**src/rtl/rv32_pkg.sv**
```systemverilog
// RV32I encoding definitions shared by the instruction encoder.
// Contents:
//   imm_fmt_e   - ImmSel format codes (R/I/S/B/U/J; 110/111 are invalid)
//   Opc*        - base opcode constants
//   *Lsb        - RV32I field bit positions
//   enc_req_t   - request fields as captured by pipeline stage 1
//   pack_inst() - scatters the fields and the immediate into a 32-bit word
package rv32_pkg;

    typedef enum logic [2:0] {
        FmtR = 3'b000,
        FmtI = 3'b001,
        FmtS = 3'b010,
        FmtB = 3'b011,
        FmtU = 3'b100,
        FmtJ = 3'b101
    } imm_fmt_e;

    localparam logic [6:0] OpcOp     = 7'b0110011;
    localparam logic [6:0] OpcOpImm  = 7'b0010011;
    localparam logic [6:0] OpcLoad   = 7'b0000011;
    localparam logic [6:0] OpcStore  = 7'b0100011;
    localparam logic [6:0] OpcBranch = 7'b1100011;
    localparam logic [6:0] OpcLui    = 7'b0110111;
    localparam logic [6:0] OpcAuipc  = 7'b0010111;
    localparam logic [6:0] OpcJal    = 7'b1101111;
    localparam logic [6:0] OpcJalr   = 7'b1100111;

    localparam int unsigned OpcodeLsb = 0;
    localparam int unsigned RdLsb     = 7;
    localparam int unsigned Funct3Lsb = 12;
    localparam int unsigned Rs1Lsb    = 15;
    localparam int unsigned Rs2Lsb    = 20;
    localparam int unsigned Funct7Lsb = 25;

    typedef struct packed {
        logic [2:0]  sel;
        logic [6:0]  opcode;
        logic [2:0]  funct3;
        logic [6:0]  funct7;
        logic [4:0]  rd;
        logic [4:0]  rs1;
        logic [4:0]  rs2;
        logic [31:0] imm;
    } enc_req_t;

    // Out-of-range immediates are truncated to the listed bits; the legality
    // checker flags them separately. Invalid formats fall back to R packing.
    function automatic logic [31:0] pack_inst(input enc_req_t req);
        logic [31:0] word;
        case (req.sel)
            FmtI: word = {req.imm[11:0], req.rs1, req.funct3, req.rd, req.opcode};
            FmtS: word = {req.imm[11:5], req.rs2, req.rs1, req.funct3, req.imm[4:0],
                          req.opcode};
            FmtB: word = {req.imm[12], req.imm[10:5], req.rs2, req.rs1, req.funct3,
                          req.imm[4:1], req.imm[11], req.opcode};
            FmtU: word = {req.imm[31:12], req.rd, req.opcode};
            FmtJ: word = {req.imm[20], req.imm[10:1], req.imm[11], req.imm[19:12], req.rd,
                          req.opcode};
            default: word = {req.funct7, req.rs2, req.rs1, req.funct3, req.rd, req.opcode};
        endcase
        return word;
    endfunction

endpackage

```
**src/rtl/imm_legal_check.sv**
```systemverilog
// Immediate legality check for the instruction encoder (combinational).
// Optional feature macro: IMM_RANGE_CHECK_EN
//   defined   - range/alignment checks per format plus invalid ImmSel
//   undefined - only invalid ImmSel (110/111) is an error
// Ports:
//   ImmSel - format select (rv32_pkg::imm_fmt_e encoding)
//   Imm    - full 32-bit immediate
//   err    - request is illegal
module imm_legal_check
    import rv32_pkg::*;
(
    input  logic [2:0]  ImmSel,
    input  logic [31:0] Imm,
    output logic        err
);

    logic sel_invalid;
    assign sel_invalid = (ImmSel > FmtJ);

`ifdef IMM_RANGE_CHECK_EN
    // A field fits when every bit above its sign bit copies the sign bit.
    logic sext_11, sext_12, sext_20;
    logic range_err;

    assign sext_11 = (&Imm[31:11]) || !(|Imm[31:11]);
    assign sext_12 = (&Imm[31:12]) || !(|Imm[31:12]);
    assign sext_20 = (&Imm[31:20]) || !(|Imm[31:20]);

    always_comb begin
        range_err = 1'b0;
        case (ImmSel)
            FmtI, FmtS: range_err = !sext_11;
            FmtB:       range_err = !sext_12 || Imm[0];
            FmtJ:       range_err = !sext_20 || Imm[0];
            FmtU:       range_err = |Imm[11:0];
            default:    range_err = 1'b0;
        endcase
    end

    assign err = sel_invalid || range_err;
`else
    logic unused_imm;
    assign unused_imm = ^Imm;
    assign err        = sel_invalid;
`endif

endmodule

```
**src/rtl/instruction_encoder.sv**
```systemverilog
// Two-stage pipelined RV32I instruction packer.
// Stage 1 captures the request; the legality check runs on the captured
// fields. Stage 2 holds the packed word and its error flag.
// Optional feature macro: IMM_RANGE_CHECK_EN (see imm_legal_check).
// Ports:
//   clk, rst               - clock, asynchronous active-high reset
//   InValid/InReady        - request handshake
//   ImmSel..Imm            - request fields
//   OutValid/OutReady      - result handshake
//   Inst, ImmErr           - packed word and its error flag
//   ErrCount               - saturating count of errored requests
module instruction_encoder
    import rv32_pkg::*;
#(
    parameter int unsigned ERR_CNT_W = 16
) (
    input  logic                 clk,
    input  logic                 rst,
    input  logic                 InValid,
    output logic                 InReady,
    input  logic [2:0]           ImmSel,
    input  logic [6:0]           Opcode,
    input  logic [2:0]           Funct3,
    input  logic [6:0]           Funct7,
    input  logic [4:0]           Rd,
    input  logic [4:0]           Rs1,
    input  logic [4:0]           Rs2,
    input  logic [31:0]          Imm,
    output logic                 OutValid,
    input  logic                 OutReady,
    output logic [31:0]          Inst,
    output logic                 ImmErr,
    output logic [ERR_CNT_W-1:0] ErrCount
);

    logic                 s1_valid_q, s1_valid_d;
    enc_req_t             s1_req_q, s1_req_d;
    logic                 s2_valid_q, s2_valid_d;
    logic [31:0]          s2_inst_q, s2_inst_d;
    logic                 s2_err_q, s2_err_d;
    logic [ERR_CNT_W-1:0] err_cnt_q, err_cnt_d;

    logic s1_err;
    logic s1_adv, s2_adv;

    imm_legal_check u_imm_legal_check (
        .ImmSel (s1_req_q.sel),
        .Imm    (s1_req_q.imm),
        .err    (s1_err)
    );

    assign s2_adv = !s2_valid_q || OutReady;
    assign s1_adv = !s1_valid_q || s2_adv;

    always_comb begin
        s1_valid_d = s1_valid_q;
        s1_req_d   = s1_req_q;
        s2_valid_d = s2_valid_q;
        s2_inst_d  = s2_inst_q;
        s2_err_d   = s2_err_q;
        err_cnt_d  = err_cnt_q;

        if (s2_adv) begin
            s2_valid_d = s1_valid_q;
            // Payload only loads with a real entry so Inst/ImmErr hold across bubbles.
            if (s1_valid_q) begin
                s2_inst_d = pack_inst(s1_req_q);
                s2_err_d  = s1_err;
                if (s1_err && (err_cnt_q != '1)) begin
                    err_cnt_d = err_cnt_q + ERR_CNT_W'(1);
                end
            end
        end

        if (s1_adv) begin
            s1_valid_d = InValid;
            if (InValid) begin
                s1_req_d.sel    = ImmSel;
                s1_req_d.opcode = Opcode;
                s1_req_d.funct3 = Funct3;
                s1_req_d.funct7 = Funct7;
                s1_req_d.rd     = Rd;
                s1_req_d.rs1    = Rs1;
                s1_req_d.rs2    = Rs2;
                s1_req_d.imm    = Imm;
            end
        end
    end

    always_ff @(posedge clk or posedge rst) begin
        if (rst) begin
            s1_valid_q <= 1'b0;
            s1_req_q   <= '0;
            s2_valid_q <= 1'b0;
            s2_inst_q  <= '0;
            s2_err_q   <= 1'b0;
            err_cnt_q  <= '0;
        end else begin
            s1_valid_q <= s1_valid_d;
            s1_req_q   <= s1_req_d;
            s2_valid_q <= s2_valid_d;
            s2_inst_q  <= s2_inst_d;
            s2_err_q   <= s2_err_d;
            err_cnt_q  <= err_cnt_d;
        end
    end

    assign InReady  = s1_adv;
    assign OutValid = s2_valid_q;
    assign Inst     = s2_inst_q;
    assign ImmErr   = s2_err_q;
    assign ErrCount = err_cnt_q;

endmodule

```
**config.mk**
```make
export PLATFORM = sky130hd
export DESIGN_NAME = instruction_encoder
export DESIGN_NICKNAME = d
export VERILOG_FILES = /design/src/rtl/rv32_pkg.sv /design/src/rtl/imm_legal_check.sv /design/src/rtl/instruction_encoder.sv
export SDC_FILE = /design/constraint.sdc
export NUM_CORES = 1
export LEC_CHECK = 0
export BUFFER_PORTS_ARGS = -buffer_cell sky130_fd_sc_hd__buf_2
export CAP_MARGIN = 30
export CELL_PAD_IN_SITES_DETAIL_PLACEMENT = 0
export CELL_PAD_IN_SITES_GLOBAL_PLACEMENT = 1
export CORE_ASPECT_RATIO = 1.1
export CORE_UTILIZATION = 40
export CTS_BUF_LIST = sky130_fd_sc_hd__clkbuf_4
export DETAILED_ROUTE_END_ITERATION = 6
export PLACE_DENSITY_LB_ADDON = 0.1
export SYNTH_ARGS = -nofsm -noshare
export SYNTH_HDL_FRONTEND = slang
export SYNTH_HIERARCHICAL = 1
export SYNTH_SLANG_ARGS = --single-unit
```
**constraint.sdc**
```tcl
create_clock -name clk -period 4.45 [get_ports clk]
set_input_delay 0.89 -clock clk [delete_from_list [all_inputs] [get_ports clk]]
set_output_delay 0.89 -clock clk [all_outputs]
set_load 0.02 [all_outputs]
```
==> summary.md <==
| Metric | Value |
|---|---|
| Synthesis-stage register bit count | 118 |
| Total cell area at the placement stage | a little under 6000 um^2 |
| Pleak | 2.89 nW |
| Highest Clock Rate | 415 MHz |
| Number of iterations in the first detailed-routing pass | 4 |
| Worst slew margin relative to its limit | 38.1% |
| Required time worst endpoint | about 3.6 ns |
| Setup CP Type | in -> out |
| Antenna Nets Post-Route | 0 |
| Number of fill cells | around 1200 |
| Area of the multi-input gates | 2060 um^2 |
| Core Rows | 43 |
| Clock edge transition at the registers on the reported setup and hold paths | approximately 0.090 ns |
| Root Buffer | sky130_fd_sc_hd__clkbuf_4 |
| Worst clock skew | about 0.007 ns |
| Total Die Area | 13400 um^2 |
| Clk Latency, worst-skew pair | 0.52 ns |
| Fin crit period | 2.41 ns |
| Reg2reg path depth | 5 |
| Warning count from the yosys run | 6 |
| DIE WIDTH | 110 um |
| Core box area | about 13000 um^2 |
| Detailed-route via count | between 3000 and 4000 |
| Final-report hold violation count | 0 |
| Clock buffers created by TritonCTS | 17 |
| Number of buffers added for setup after CTS | 0 |
| HPWL after DPL | 7560 um |
| Endpoints failing setup | 0 |
| Final weighted congestion in routability-driven placement | about 0.73 |
| Syn nets | roughly 470 |
| Number of buffers added to fix hold violations after cts | 0 |
| Post-detailed-route wirelength per cell | 16.0 um |
| Number of top-level pins | 122 |
| Launch point of the worst reg-to-reg path | s1_req_q[65] |
| Endpoint arrival time on the critical path | about 1.5 ns |
| Total routed wirelength | approximately 11000 um |
| Syn_area_per_cell | 13.0 um^2 |
| Sequential element share of the synthesized area | approximately 57% |
| Class of the worst hold path | in -> async |
| Number of antenna violations at the first check in global routing | 1 |
| Instance count of the mapped netlist | 397 |
| Storage cell area | roughly 3000 um^2 |
| IO Port Bufs | 121 |
| First-pass GRT wire length | between 15000 and 20000 um |
| Drt first-iter violations | 135 |
| Proportion of synthesized flip-flops having asynchronous set or reset | 100% |
| Clock tree sinks | 118 |
| Status | completed |
| Fraction of final layout cells sized beyond drive strength 1 | 41.1% |
| RSZ-0062 raised after global routing | no |
| DRC violations left | 0 |
| Initial core utilization | 41.1% |
| Endpoint of the lowest-slack register-to-register path | ErrCount[6] |
| Clock tree from TritonCTS | built |
| Max-capacitance violation count | 0 |
| Most used flip-flop cell after synthesis | sky130_fd_sc_hd__dfrtp_1 |
| Number of vias per cell | 5.06 |
| N_diodes | 0 |
| Clock Path Buffers | 2 |
| Via count of the first global-routing pass | roughly 3600 |
| Nets@finish | 589 |
| Number of levels in the clock H-tree | 4 |
| Fin. max-slew vios | 0 |
| Highest ir drop seen on vdd | 0.247 mV |
| Period utilisation layout | between 50% and 60% |
| Residual overflow from global routing | 0 |
| Setup slack of the most critical reg-to-reg path | 2.25 ns |
| Cell area power density | 441 nW/um^2 |
| Area delta synth->final | 17.3% |
| Count of different cell masters after synthesis | 53 |
| Summed instance area of the synthesized netlist | 5170 um^2 |
| Vert. Die Dim | 121 um |
| Crit path capture type | output pin |
| Actual transition at the worst max-transition pin | 0.928 ns |
| Total of cells resized after clock tree synthesis | 0 |
| CP max FO | 7 |
| Setup TNS | 0 ns |
| Count of flip-flops with a built-in enable after synthesis | 0 |
| Worst setup SP type | input port |
| Cell area after layout | 6060 um^2 |
| Maximum number of pins on one net before global-route repair | 68 |
| Global-route usage over all layers | 17.8% |
[state kept, by name (all words and copies together), names as in the netlist]
register and flops:
s1_req_q 67, Inst 32, ErrCount 16, ImmErr 1
OutValid 1, s1_valid_q 1
[through the flow]
step | power [mW] | std cells | util (%) | setup WS (ns) | hold WS, ns
global route | 2.85 | 687 | 48.2 | 1.99 | 0.437
finish | 2.67 | 687 | 48.2 | 2.04 | 0.449
global placement | 2.08 | 655 | 46.5 | 1.86 | 0.458
CTS | 2.72 | 687 | 48.2 | 2.04 | 0.440
detailed placement | 2.10 | 655 | 46.5 | 1.82 | 0.467
floorplan | 1.86 | 397 | - | 0.431 | 0.464
[worst max-delay path, stage by stage]
cell and delay [ns]:
sky130_fd_sc_hd__buf_2 0.11, sky130_fd_sc_hd__nor2b_4 0.18, sky130_fd_sc_hd__nand2_1 0.15, sky130_fd_sc_hd__buf_2 0.19
[logic make-up (layout without fill, tap and decap cells)]
group | after synthesis | count (layout) | synth area share, %
AND/OR/NAND/NOR | 87 | 87 | 10.0
XOR/XNOR | 12 | 12 | 2.03
multiplexers | 94 | 94 | 20.2
buffers and inverters | 27 | 160 | 3.34
adder cells (fa/ha/maj) | 1 | 1 | 0.242
flip-flops | 118 | 118 | 57.1
AO/OA/AOI/OAI | 58 | 58 | 7.04
[power by group]
part | leakage (nW) | internal (mW) | switching [mW] | total (mW)
Clock | 0.125 | 0.243 | 0.370 | 0.613
Sequential | 1.42 | 1.26 | 0.146 | 1.41
Combinational | 1.35 | 0.288 | 0.363 | 0.651
[Yosys cell counts, types with 2 or more instances]
master | instances | area, um^2
sky130_fd_sc_hd__dfrtp_1 | 118 | 2950
sky130_fd_sc_hd__and2_1 | 3 | 18.8
sky130_fd_sc_hd__xnor2_1 | 8 | 70.1
sky130_fd_sc_hd__o221ai_1 | 6 | 52.6
sky130_fd_sc_hd__and4_4 | 2 | 22.5
sky130_fd_sc_hd__nand4_1 | 6 | 37.5
sky130_fd_sc_hd__o21ai_1 | 7 | 35.0
sky130_fd_sc_hd__buf_2 | 9 | 45.0
sky130_fd_sc_hd__mux2_1 | 31 | 349
sky130_fd_sc_hd__o21ai_0 | 25 | 125
sky130_fd_sc_hd__nand2b_1 | 3 | 18.8
sky130_fd_sc_hd__buf_4 | 2 | 15.0
sky130_fd_sc_hd__clkbuf_1 | 5 | 18.8
sky130_fd_sc_hd__xor2_1 | 4 | 35.0
sky130_fd_sc_hd__mux2_2 | 48 | 541
sky130_fd_sc_hd__mux2i_1 | 14 | 140
sky130_fd_sc_hd__nor2b_1 | 9 | 56.3
sky130_fd_sc_hd__nor3_1 | 6 | 30.0
sky130_fd_sc_hd__inv_1 | 3 | 11.3
sky130_fd_sc_hd__nor2_1 | 4 | 15.0
sky130_fd_sc_hd__nor3_2 | 2 | 20.0
sky130_fd_sc_hd__and3_1 | 3 | 18.8
sky130_fd_sc_hd__a22oi_1 | 5 | 37.5
sky130_fd_sc_hd__nand3_1 | 3 | 15.0
sky130_fd_sc_hd__nor3b_2 | 3 | 37.5
sky130_fd_sc_hd__buf_6 | 7 | 78.8
sky130_fd_sc_hd__a21oi_1 | 3 | 15.0
sky130_fd_sc_hd__nand2_1 | 33 | 124
[cells in the final DEF (no fill, tap or decap), types with 2 or more instances in the layout]
master                     instances
sky130_fd_sc_hd__a21oi_1           3
sky130_fd_sc_hd__a22oi_1           5
sky130_fd_sc_hd__and2_1            3
sky130_fd_sc_hd__and3_1            3
sky130_fd_sc_hd__and4_4            2
sky130_fd_sc_hd__buf_2           121
sky130_fd_sc_hd__buf_4             4
sky130_fd_sc_hd__clkbuf_4         23
sky130_fd_sc_hd__clkinv_1          7
sky130_fd_sc_hd__clkinv_2          2
sky130_fd_sc_hd__dfrtp_1         118
sky130_fd_sc_hd__inv_1             2
sky130_fd_sc_hd__mux2_1           31
sky130_fd_sc_hd__mux2_2           48
sky130_fd_sc_hd__mux2i_1          14
sky130_fd_sc_hd__nand2_1          32
sky130_fd_sc_hd__nand2b_1          2
sky130_fd_sc_hd__nand3_1           3
sky130_fd_sc_hd__nand4_1           6
sky130_fd_sc_hd__nor2_1            4
sky130_fd_sc_hd__nor2b_1           9
sky130_fd_sc_hd__nor3_1            6
sky130_fd_sc_hd__nor3_2            2
sky130_fd_sc_hd__nor3b_2           3
sky130_fd_sc_hd__o21ai_0          25
sky130_fd_sc_hd__o21ai_1           7
sky130_fd_sc_hd__o221ai_1          6
sky130_fd_sc_hd__xnor2_1           8
sky130_fd_sc_hd__xor2_1            4
[layer usage]
| metal | track usage (%) | up-vias | share of wire, % |
|---|---|---|---|
| li1 | - | 1663 | - |
| met1 | 22.5 | 1710 | 45 |
| met2 | 28.1 | 80 | 48 |
| met3 | 5.79 | 18 | 4.7 |
| met4 | 7.50 | 2 | 1.9 |
| met5 | 0 | - | 0.091 |
[area by class of cell]
type	instances	share of cell area, %
sequential	118	48.7
timing repair buffer	125	10.5
inverter	3	0.227
clock buffer	23	2.85
clock inverter	9	0.598
tap	157	3.24
multi-input combinational	252	33.9
[worst max path at each step]
stage / startpoint / end / slack, ns / cells after the start
floorplan: rst / ErrCount[0] / 0.43 / 1
global placement: OutReady / s1_req_q[43] / 1.86 / 5
detailed placement: OutReady / s1_req_q[64] / 1.82 / 5
CTS: OutReady / InReady / 2.04 / 4
global route: OutReady / InReady / 1.99 / 4
finish: OutReady / InReady / 2.04 / 4
No activity file was read; power rests on OpenSTA's default activity.
